**src/rtl/aer_event_fifo_if.sv**
```systemverilog
// aer_event_fifo_if: conv-layer write port and pooling-layer read-request/valid port of the AER event FIFO.
interface aer_event_fifo_if #(
    parameter int DATA_W = 18,
    parameter int ADDR_W = 6,
    parameter int DROP_W = 16
);
    logic [DATA_W-1:0] Conv_spike_AER_i;
    logic              Conv_spike_emit_flag;
    logic              Read_req;
    logic [DATA_W-1:0] AER_data_o;
    logic              AER_data_valid_o;
    logic              fifo_full;
    logic              fifo_empty;
    logic [ADDR_W:0]   fifo_level;
    logic [DROP_W-1:0] drop_cnt;

    modport master (
        output Conv_spike_AER_i, Conv_spike_emit_flag, Read_req,
        input  AER_data_o, AER_data_valid_o, fifo_full, fifo_empty, fifo_level, drop_cnt
    );

    modport slave (
        input  Conv_spike_AER_i, Conv_spike_emit_flag, Read_req,
        output AER_data_o, AER_data_valid_o, fifo_full, fifo_empty, fifo_level, drop_cnt
    );
endinterface

```
**src/rtl/aer_event_fifo.sv**
```systemverilog
// aer_event_fifo: circular buffer of AER spike events, served one event per request with a one-cycle valid pulse.
module aer_event_fifo #(
    parameter int DATA_W = 18,
    parameter int ADDR_W = 6,
    parameter int DROP_W = 16
) (
    input logic            work_clk,
    input logic            rst_n,
    aer_event_fifo_if.slave bus
);
    localparam logic [0:0]      R_IDLE    = 1'b0;
    localparam logic [0:0]      R_PRESENT = 1'b1;
    localparam logic [ADDR_W:0] DEPTH     = (ADDR_W+1)'(2**ADDR_W);

    logic [DATA_W-1:0] r_mem [2**ADDR_W];
    logic [DATA_W-1:0] r_data;
    logic [ADDR_W-1:0] r_wr_ptr;
    logic [ADDR_W-1:0] r_rd_ptr;
    logic [ADDR_W:0]   r_count;
    logic [0:0]        r_state;
    logic [DROP_W-1:0] r_drop;
    logic              w_full;
    logic              w_empty;
    logic              w_pop;
    logic              w_wr;

    assign w_full  = r_count == DEPTH;
    assign w_empty = r_count == '0;
    // R_PRESENT locks out popping so a request still high in the valid cycle cannot take a second event
    assign w_pop   = r_state == R_IDLE && bus.Read_req && !w_empty;
    assign w_wr    = bus.Conv_spike_emit_flag && (!w_full || w_pop);

    always_ff @(posedge work_clk) begin
        if (w_wr) r_mem[r_wr_ptr] <= bus.Conv_spike_AER_i;
    end

    always_ff @(posedge work_clk or negedge rst_n) begin
        if (!rst_n) begin
            r_wr_ptr <= '0;
            r_rd_ptr <= '0;
            r_count  <= '0;
            r_state  <= R_IDLE;
            r_data   <= '0;
            r_drop   <= '0;
        end else begin
            r_state <= w_pop ? R_PRESENT : R_IDLE;
            if (w_wr) r_wr_ptr <= r_wr_ptr + ADDR_W'(1);
            if (w_pop) begin
                r_rd_ptr <= r_rd_ptr + ADDR_W'(1);
                r_data   <= r_mem[r_rd_ptr];
            end
            if (w_wr && !w_pop) r_count <= r_count + (ADDR_W+1)'(1);
            else if (!w_wr && w_pop) r_count <= r_count - (ADDR_W+1)'(1);
            if (bus.Conv_spike_emit_flag && !w_wr && r_drop != '1) r_drop <= r_drop + DROP_W'(1);
        end
    end

    assign bus.AER_data_o       = r_data;
    assign bus.AER_data_valid_o = r_state == R_PRESENT;
    assign bus.fifo_full        = w_full;
    assign bus.fifo_empty       = w_empty;
    assign bus.fifo_level       = r_count;
    assign bus.drop_cnt         = r_drop;
endmodule

```
**src/flat_wrapper.sv**
```systemverilog
// flat-port wrapper written by rule: the top's interface ports become plain ports
module aer_event_fifo_flat 
#(
    parameter int DATA_W = 18,
    parameter int ADDR_W = 6,
    parameter int DROP_W = 16
)
  (work_clk, rst_n, bus_Conv_spike_AER_i, bus_Conv_spike_emit_flag, bus_Read_req, bus_AER_data_o, bus_AER_data_valid_o, bus_fifo_full, bus_fifo_empty, bus_fifo_level, bus_drop_cnt);
  aer_event_fifo_if #(.DATA_W(DATA_W), .ADDR_W(ADDR_W), .DROP_W(DROP_W)) bus_i ();
  input logic work_clk;
  input logic rst_n;
  input wire logic [$bits(bus_i.Conv_spike_AER_i)-1:0] bus_Conv_spike_AER_i;
  input wire logic [$bits(bus_i.Conv_spike_emit_flag)-1:0] bus_Conv_spike_emit_flag;
  input wire logic [$bits(bus_i.Read_req)-1:0] bus_Read_req;
  output wire logic [$bits(bus_i.AER_data_o)-1:0] bus_AER_data_o;
  output wire logic [$bits(bus_i.AER_data_valid_o)-1:0] bus_AER_data_valid_o;
  output wire logic [$bits(bus_i.fifo_full)-1:0] bus_fifo_full;
  output wire logic [$bits(bus_i.fifo_empty)-1:0] bus_fifo_empty;
  output wire logic [$bits(bus_i.fifo_level)-1:0] bus_fifo_level;
  output wire logic [$bits(bus_i.drop_cnt)-1:0] bus_drop_cnt;
  assign bus_i.Conv_spike_AER_i = bus_Conv_spike_AER_i;
  assign bus_i.Conv_spike_emit_flag = bus_Conv_spike_emit_flag;
  assign bus_i.Read_req = bus_Read_req;
  assign bus_AER_data_o = bus_i.AER_data_o;
  assign bus_AER_data_valid_o = bus_i.AER_data_valid_o;
  assign bus_fifo_full = bus_i.fifo_full;
  assign bus_fifo_empty = bus_i.fifo_empty;
  assign bus_fifo_level = bus_i.fifo_level;
  assign bus_drop_cnt = bus_i.drop_cnt;
  aer_event_fifo #(.DATA_W(DATA_W), .ADDR_W(ADDR_W), .DROP_W(DROP_W)) u_core (.work_clk(work_clk), .rst_n(rst_n), .bus(bus_i));
endmodule
```
**config.mk**
```make
export PLATFORM = sky130hd
export DESIGN_NAME = aer_event_fifo_flat
export DESIGN_NICKNAME = d
export VERILOG_FILES = /design/src/rtl/aer_event_fifo_if.sv /design/src/rtl/aer_event_fifo.sv /design/src/flat_wrapper.sv
export SDC_FILE = /design/constraint.sdc
export NUM_CORES = 1
export LEC_CHECK = 0
export CAP_MARGIN = 10
export CORE_AREA = 10 10 355 357
export DETAILED_ROUTE_END_ITERATION = 12
export DIE_AREA = 0 0 365 367
export GPL_TIMING_DRIVEN = 0
export SLEW_MARGIN = 40
export SYNTH_ARGS = -nofsm -noshare
export SYNTH_HDL_FRONTEND = slang
export SYNTH_SLANG_ARGS = --single-unit
```
**constraint.sdc**
```tcl
create_clock -name work_clk -period 2.9 [get_ports work_clk]
set_input_delay 0.58 -clock work_clk [delete_from_list [all_inputs] [get_ports work_clk]]
set_output_delay 0.58 -clock work_clk [all_outputs]
set_load 0.01 [all_outputs]
```
After elaboration in Yosys (flattened, before gate mapping)
Memories as Yosys holds them, arrays and structs flattened. A register that Yosys moved wholly into a read port is not among the register bits.
Index checks and enable logic that the tools add are counted.
Storage, ports and cells
  bits in registers: 36
  memory bits (writable): 1152
  input port bits: 22
  output and inout bits: 44
  logic and storage cells: 34
  memories kept: 1
Cells by class
  $add $sub $neg: 5
  eq/ne operators: 2
  mux-type cells: 5
  bitwise logic cells: 1
  reduce and logical (&&, ||, !) cells: 15
Memories
  u_core.r_mem: depth 64, width 18, rd ports 1, clocked after Yosys merged registers in 1, wr ports 1, RTL line aer_event_fifo.sv:15  | logic [DATA_W-1:0] r_mem [2**ADDR_W];
Operators with widths (count)
  16-bit by 1-bit adder with 16-bit output, second input constant: 1
  16-bit != test, second input constant: 1
  7-bit two-way mux: 2
  6-bit by 1-bit adder with 6-bit output, second input constant: 2
  7-bit by 1-bit adder with 7-bit output, second input constant: 1
  7-bit == test, second input constant: 1
  1-bit logical AND: 7
  7-bit zero test: 1
  7-bit by 1-bit subtractor with 7-bit output, second input constant: 1
  1-bit zero test: 5
  1-bit two-way mux: 3
  2-bit nonzero test: 1
  1-bit logical OR: 1
  1-bit NOT: 1

Depth between registers and ports, before layout
Gate-level depths: netlist (run 1).
  depth after elaboration: 9
  gate-level depth with buffers: 11
  mapped depth without buffers: 10

Worst setup path before layout (run 1)
No wires, ideal clock.
  path type: register to register
  start: register u_core.r_count[3] (netlist: u_core.bus.fifo_level[3])
  end: register u_core.r_count[5] (netlist: u_core.bus.fifo_level[5])
  setup time: 0.123 ns
  data arrival time: 2.867 ns
  required time: 2.777 ns
  slack: -0.090 ns
  stages on the path, launching flop included: 12
  clock period less this slack: 2.990 ns
  path through: dfrtp_1 nor4_2 a31o_2 clkbuf_1 ha_1 inv_1 ha_1 a21o_1 a21oi_1 o21bai_1 a2111o_1 o221a_2
Between the ends
  cells in the longest elaborated chain, start to end: 8
  elaborated cells on any way between the ends: 16
RTL lines
  start: declaration: RTL line aer_event_fifo.sv:19  | logic [ADDR_W:0] r_count;
  start signal: assignment: RTL line aer_event_fifo.sv:52  | if (w_wr && !w_pop) r_count <= r_count + (ADDR_W+1)'(1);
  start signal: assignment: RTL line aer_event_fifo.sv:53  | else if (!w_wr && w_pop) r_count <= r_count - (ADDR_W+1)'(1);
  branches (longest 8 deep; another with 7-bit by 1-bit subtractor with 7-bit output)
Several ways; the timed one is not identified. The select of a mux whose other input is x is not followed.
A chain may end at the register's enable or synchronous reset.

Worst setup path in the final report (run 1)
  start: register u_core.r_state (netlist: u_core.bus.AER_data_valid_o)
  end: memory u_core.r_mem[10][0] (enable)
Between the ends
  cells in the longest elaborated chain, start to end: 7
RTL lines
  start: declaration: RTL line aer_event_fifo.sv:20  | logic [0:0] r_state;
  start signal: assignment: RTL line aer_event_fifo.sv:46  | r_state <= w_pop ? R_PRESENT : R_IDLE;
  1-bit NOT: RTL line aer_event_fifo.sv:30  | assign w_pop = r_state == R_IDLE && bus.Read_req && !w_empty;
  1-bit logical AND (2 in a row): RTL line aer_event_fifo.sv:30
  1-bit logical OR: RTL line aer_event_fifo.sv:31  | assign w_wr = bus.Conv_spike_emit_flag && (!w_full || w_pop);
  1-bit logical AND: RTL line aer_event_fifo.sv:31
  1-bit two-way mux: RTL line aer_event_fifo.sv:34  | if (w_wr) r_mem[r_wr_ptr] <= bus.Conv_spike_AER_i;
  1-bit two-way mux (implied by the code): RTL line aer_event_fifo.sv:34
  end: declaration: RTL line aer_event_fifo.sv:15
Every way passes these cells.

==> results of run 1 <==
[final cells by class]
| type | instances | area [um^2] | share of cell area [%] |
|---|---|---|---|
| Clock inverter | 70 | 679.4 | 1.187 |
| Sequential cell | 1206 | 35950 | 62.79 |
| Clock buffer | 146 | 3067 | 5.356 |
| Antenna cell | 2 | 5.005 | 0.008741 |
| Tap cell | 1548 | 1937 | 3.383 |
| Timing Repair Buffer | 182 | 2835 | 4.952 |
| Inverter | 11 | 43.79 | 0.07649 |
| Multi-Input combinational cell | 1063 | 11780 | 20.58 |
| Buffer | 128 | 957.2 | 1.672 |
[cells in the final DEF (no fill, tap or decap), types with 19 or more instances in the layout]
cell             netlist  final
mux2i_1              270    239
clkbuf_16              0    118
mux2_2                20     20
a21oi_1               58     55
clkbuf_2               1     21
nand2_1               42     35
buf_6                 14     25
nor2_4                 0     65
buf_12                 0     35
nor2_1               115     50
edfxtp_1            1152   1152
and2_1                39     39
clkinv_1               0     27
o22ai_1               54     54
clkinv_2               0     20
dfrtp_1               54     51
nor3_4                 0     19
buf_2                 34     26
buf_8                  0     24
clkbuf_1              51     46
o21ai_0               26     26
buf_16                 0     41
clkdlybuf4s50_1        0     44
buf_4                 20     62
mux4_2               158    158
[critical path: stages, from the launching register on]
cell,delay [ns]
dfrtp_1,0.38
nand2b_1,0.22
and4_1,0.33
nor3_4,0.46
nand2_2,0.56
nor2_4,0.49
buf_16,0.20
[per-stage QoR]
stage / std cells / total power [W]
2_1_floorplan: 2412 / 0.03000
6_report: 4356 / 0.05436
3_5_place_dp: 4104 / 0.03729
3_3_place_gp: 4025 / 0.03638
4_1_cts: 4340 / 0.05357
5_1_grt: 4354 / 0.05612
[layer usage]
layer  vias up  GRT usage, %  routed length, um
met2      1127         30.89              63070
met5         -             0                 12
met4         2         6.587               4025
met3       197         3.441              11570
li1      10490             -                  -
met1     13150         27.18              54110
[state kept, by name, summed over array words and instances, names as in the netlist]
register	count
u_core.bus.drop_cnt	16
u_core.bus.AER_data_valid_o	1
u_core.r_wr_ptr	6
u_core.bus.AER_data_o	18
u_core.r_mem	1152
u_core.bus.fifo_level	7
u_core.r_rd_ptr	6
[cells by family (layout without fill, tap and decap cells)]
logic type      count (synthesis)  count (layout)
mux                           453             453
flops                        1206            1206
other cells                     0               2
compound gates                288             288
simple gates                  282             282
fa+ha+maj                      10              10
xor+xnor                       30              30
buf+inv                       143             537
[worst max-delay path by stage]
stage | start | to | cells past startpoint
final | u_core.bus.AER_data_valid_o | u_core.r_mem[10][0] | 6
after global routing | u_core.bus.AER_data_valid_o | u_core.r_mem[10][1] | 6
after CTS | u_core.r_rd_ptr[0] | u_core.bus.AER_data_o[5] | 9
after detailed placement | u_core.r_rd_ptr[0] | u_core.bus.AER_data_o[5] | 9
after global placement | bus_Conv_spike_emit_flag | u_core.r_mem[39][6] | 5
after floorplan | u_core.bus.fifo_level[3] | u_core.bus.fifo_level[5] | 11
[power groups by stage]
stage / Combinational (W) / Sequential (W) / Clock, W
2_1_floorplan: 0.00938 / 0.0206 / 0
3_3_place_gp: 0.0155 / 0.0209 / 0
3_5_place_dp: 0.0165 / 0.0208 / 0
4_1_cts: 0.0180 / 0.0205 / 0.0151
5_1_grt: 0.0197 / 0.0205 / 0.0159
6_report: 0.0190 / 0.0205 / 0.0149
[timing repair]
action	in CTS	in global routing
hold endpoints to repair	23	0
setup endpoints to repair	360	180
pin swaps	24	26
hold buffers	1	0
buffers inserted	22	14
resized for setup	165	69
==> out/qor.txt, run 1 <==
status -> finished, violations left
failing checks -> negative setup slack
synth cell count leaders -> edfxtp_1 (1152), mux2i_1 (270), mux4_2 (158)
worst-path maximum fanout -> 13
worst vdd ir -> 0.5499 mV
Net Sw Power -> 0.01839 W
synth unique cells -> 57
critical path required time -> 3.31 ns
placed cell area -> 52040 um^2
Leak Pwr -> 18.77 nW
Main synth FF type -> edfxtp_1
Worst Hold Margin -> 0.1962 ns
reg-to-reg endpoint -> u_core.r_mem[10][0]
setup violators final -> 65
vias in the first global route -> 25010
# port buffers -> 65
Post-Syn Area per Cell -> 19.53 um^2
FF-to-FF Start -> u_core.bus.AER_data_valid_o
Max-slew headroom -> 42.85%
worst setup margin -> -0.05989 ns
register area share after synthesis -> 76.31%
Antenna Violating Nets Remaining -> 0
switching part of the total -> 33.82%
H-tree levels -> 3
Post-synth EDFFs -> 1152
Rows -> 127
Tcrit/Tclk final -> 102.1%
clock share of power -> 27.4%
P&R area growth vs syn -> 21.54%
hold wc startpoint -> bus_Conv_spike_AER_i[16]
Initial DRC Count -> 3045
Post-synth ARST share -> 4.478%
R2R setup slack -> -0.06 ns
post-synthesis mux area share -> 14.02%
Yosys reg bits -> 1206
Final Max Tran Viols -> 0
drt wl/cell -> 30.48 um
max-cap viol count -> 0
R2R cell count -> 6
Sink Count -> 1206
routed via count -> 24960
Overflow after GRT -> 0
IO Count -> 66
XOR/XNOR Fraction of Synth Area -> 0.5578%
core region area -> 119000 um^2
setup total negative slack -> -1.337 ns
min Tclk post-route -> 2.960 ns
drt first pass iters -> 6
CP arrival -> 3.37 ns
Clock transition at path regs -> 0.06 ns
Via density -> 5.729
Worst Hold Endpoint -> u_core.r_mem[37][16]
CTS Buffer Depth -> 3
ranking of synthesized cells by area -> edfxtp_1 (73%), mux4_2 (7.6%), mux2i_1 (5.7%), dfrtp_1 (2.9%), nor2_1 (0.92%)
internal power -> 0.03597 W
Design Area, Final -> 57250 um^2
Yosys Warn Count -> 0
final HPWL from detailed placement -> 92.82 mm
adder-cell share of the synthesized area -> 0.2816%
gp weighted congestion -> 0.9379
Clock Skews -> 0.02712 ns
total power divided by cell area -> 949.5 nW/um^2
pin count of the biggest net entering global routing -> 57
Die Area -> 134000 um^2
clock latency on the worst-skew pair -> 0.72 ns
hold crit path type -> input pin to flop
simple-gate share of the synthesized area -> 2.834%
syn nets -> 2444
Nets -> 2741
CP Launch Type -> flop
Compound-Gate Fraction of Synth Area -> 4.388%
Remaining DRCs -> 0
die height -> 367 um
pre-CTS setup slack -> -0.9155 ns
Setup Crit Path Kind -> flop to flop
Worst Tran Pin Value -> 0.8546 ns
Hold Path Stages -> 1
first-pass GRT wire length -> 187.5 mm
post-layout util -> 48.11%
fillers -> 9546
CP endpoint kind -> flop
share of cells above drive strength 1 -> 27.58%
Yosys top cell area share -> 73.44%
Comb pwr share -> 34.9%
Post-Syn Instances -> 2412
antenna violations before repair -> 6
largest family of logic cells by synthesized area -> multiplexers
Synth area leader -> edfxtp_1
Highest Clock Rate -> 337.9 MHz
Syn Std Cell Area -> 47110 um^2
Initial Util -> 39.58%
TritonCTS clock tree -> done
Die Span X -> 365 um
Seq pwr share -> 37.7%
CTS buffer count -> 117
most common cell in the synthesized netlist -> edfxtp_1
Root Driver -> clkbuf_16
routed wire length -> 132.8 mm
total global-route track usage -> 19.53%
Final Hold Fails -> 0
RSZ-0062 raised after global routing -> true
(Power assumes the default switching activity.)
==> run 2: changes to the inputs <==
--- a/config.mk
+++ b/config.mk
@@ -6,9 +6,9 @@
 export NUM_CORES = 1
 export LEC_CHECK = 0
 export CAP_MARGIN = 10
-export CORE_AREA = 10 10 355 357
+export CORE_AREA = 10 10 271 467
 export DETAILED_ROUTE_END_ITERATION = 12
-export DIE_AREA = 0 0 365 367
+export DIE_AREA = 0 0 281 477
 export GPL_TIMING_DRIVEN = 0
 export SLEW_MARGIN = 40
 export SYNTH_ARGS = -nofsm -noshare
==> run 2 against run 1 <==
Net effect:
- the flow still finishes with violations (negative setup slack)
- non-clock buffer count up 1
- register-to-register slack about the same
- setup slack better by 0.012 ns
- sequential share of layout area up 0.44 points
- maximum frequency up 0.41%
- clock power down 8%
- cell count down 1.2%
- largest power group unchanged
==> out/qor.txt, run 2 (synthesized netlist as in run 1, its figures left out) <==
TritonCTS clock tree -> done
Highest Clock Rate -> 339.3 MHz
RSZ-0062 raised after global routing -> true
status -> finished, violations left
antenna violations before repair -> 4
Die Area -> 134000 um^2
Remaining DRCs -> 0
CP arrival -> 3.56 ns
Max-slew headroom -> 43.89%
Initial Util -> 39.76%
most common cell after layout, fill and taps aside -> edfxtp_1
failing checks -> negative setup slack
total global-route track usage -> 20.79%
fillers -> 9469
Nets -> 2729
total power divided by cell area -> 944.4 nW/um^2
routed via count -> 24620
min Tclk post-route -> 2.948 ns
CTS Buffer Depth -> 3
Final Hold Fails -> 0
# port buffers -> 65
Tcrit/Tclk final -> 101.6%
Root Driver -> clkbuf_16
Worst Tran Pin Value -> 0.8393 ns
worst-path maximum fanout -> 10
Initial DRC Count -> 2262
drt first pass iters -> 5
hold wc startpoint -> bus_Conv_spike_AER_i[11]
Rows -> 167
Worst Hold Endpoint -> u_core.r_mem[45][11]
Sink Count -> 1206
register name with the most flops -> u_core.r_mem
first-pass GRT wire length -> 194.6 mm
CP endpoint kind -> flop
setup violators final -> 3
most frequent cells in the layout -> edfxtp_1 (1152), mux2i_1 (240), mux4_2 (158)
R2R cell count -> 8
routed wire length -> 139.5 mm
drt wl/cell -> 32.42 um
met3 usage -> 2.959%
most used cell, CP -> buf_6
Crit path buffers/inverters -> 4
vias in the first global route -> 25780
critical path required time -> 3.51 ns
M2 GR Usage -> 37.42%
critical-path cell list -> buf_4, buf_6, buf_6, clkbuf_4, mux4_2, mux2i_2, a21oi_1, a311o_1
Clock transition at path regs -> 0.07 ns
core region area -> 118500 um^2
IO Count -> 66
Setup Crit Path Kind -> flop to flop
share of cells above drive strength 1 -> 27.16%
gp weighted congestion -> 0.9484
clock latency on the worst-skew pair -> 0.72 ns
final HPWL from detailed placement -> 99.91 mm
Via density -> 5.721
GR peak layer -> met2
worst setup margin -> -0.04766 ns
critical path depth in cells -> 8
Design Area, Final -> 56860 um^2
Leak Pwr -> 18.57 nW
max-cap viol count -> 0
placed cell area -> 51970 um^2
die height -> 477 um
Antenna Violating Nets Remaining -> 0
Clock Skews -> 0.04125 ns
Die Span X -> 281 um
Crit path max-delay family -> buffers and inverters
Hold Path Stages -> 1
reg-to-reg endpoint -> u_core.bus.AER_data_o[0]
P&R area growth vs syn -> 20.71%
pin count of the biggest net entering global routing -> 47
max reg flops -> 1152
Final Max Tran Viols -> 0
master of the slowest instance on the critical path -> mux2i_2
hold crit path type -> input pin to flop
GR met1 Demand/Resource -> 21.99%
Critical Path Max Stage Delay -> 0.44 ns
CP Launch Type -> flop
Worst Hold Margin -> 0.2590 ns
R2R setup slack -> -0.05 ns
H-tree levels -> 3
Overflow after GRT -> 0
FF-to-FF Start -> u_core.r_rd_ptr[1]
CTS buffer count -> 104
worst vdd ir -> 0.4789 mV
run 2: cell types whose count changed in the layout (fill, tap and decap cells not counted), sizes merged:
cell	change
diode	+1
inv	+2
bufinv	-4
clkdlybuf4s15	-1
buf	-5
clkinv	-6
clkbuf	-14
clkinvlp	+2
run 2: worst max path at each step:
stage                        startpoint                       end  slack (ns)
6_report             u_core.r_rd_ptr[1]  u_core.bus.AER_data_o[0]       -0.05
2_1_floorplan  u_core.bus.fifo_level[3]  u_core.bus.fifo_level[5]        0.02
5_1_grt        u_core.bus.fifo_level[0]  u_core.bus.fifo_level[6]       -0.07
3_5_place_dp               bus_Read_req       u_core.r_mem[35][6]       -1.09
4_1_cts              u_core.r_rd_ptr[0]  u_core.bus.AER_data_o[5]      0.0003
3_3_place_gp   bus_Conv_spike_emit_flag       u_core.r_mem[39][6]       -2.11
run 2: what timing repair did:
action	4_1_cts	5_1_grt
setup endpoints to repair	947	168
endpoints found under the hold margin	22	0
cloned	0	0
gates resized for setup	201	35
pin swaps	23	19
buffers inserted	22	13
hold buffers	1	0
run 2: per-stage QoR:
stage	std cells	setup TNS, ns	setup slack [ns]	power, W	util, %
after detailed placement	4077	-791.23	-1.093	0.03783	43.87
after global routing	4302	-0.1238	-0.06759	0.05523	47.99
after global placement	3998	-2875.20	-2.110	0.03695	41.92
final	4304	-0.05467	-0.04766	0.05370	47.99
after CTS	4289	0	0.0003235	0.05345	47.69
after floorplan	2412	0	0.01582	0.03000	-
run 2: where the power goes:
part / switching, W / leakage (nW) / total [W] / internal (W)
sequential: 0.000552 / 11.0 / 0.0205 / 0.0199
clock: 0.00627 / 1.61 / 0.0137 / 0.00743
combinational: 0.0118 / 5.93 / 0.0195 / 0.00770
run 2: routing by layer:
| layer | wire length [um] | share of wire [%] | vias up |
|---|---|---|---|
| met1 | 46460 | 33 | 12960 |
| met4 | 11170 | 8.0 | 2 |
| li1 | - | - | 10420 |
| met5 | 13 | 0.0093 | - |
| met3 | 7296 | 5.2 | 296 |
| met2 | 74590 | 53 | 947 |
run 2: area by class of cell:
| cell class | count | area (um^2) | area share [%] |
|---|---|---|---|
| inverter | 11 | 41.29 | 0.07262 |
| multi-input combinational | 1063 | 11870 | 20.87 |
| clock inverter | 64 | 525.5 | 0.9242 |
| buffer | 129 | 948.4 | 1.668 |
| tap | 1521 | 1903 | 3.347 |
| timing repair buffer | 182 | 2853 | 5.017 |
| sequential | 1206 | 35950 | 63.23 |
| clock buffer | 125 | 2766 | 4.865 |
| antenna | 3 | 7.507 | 0.01320 |
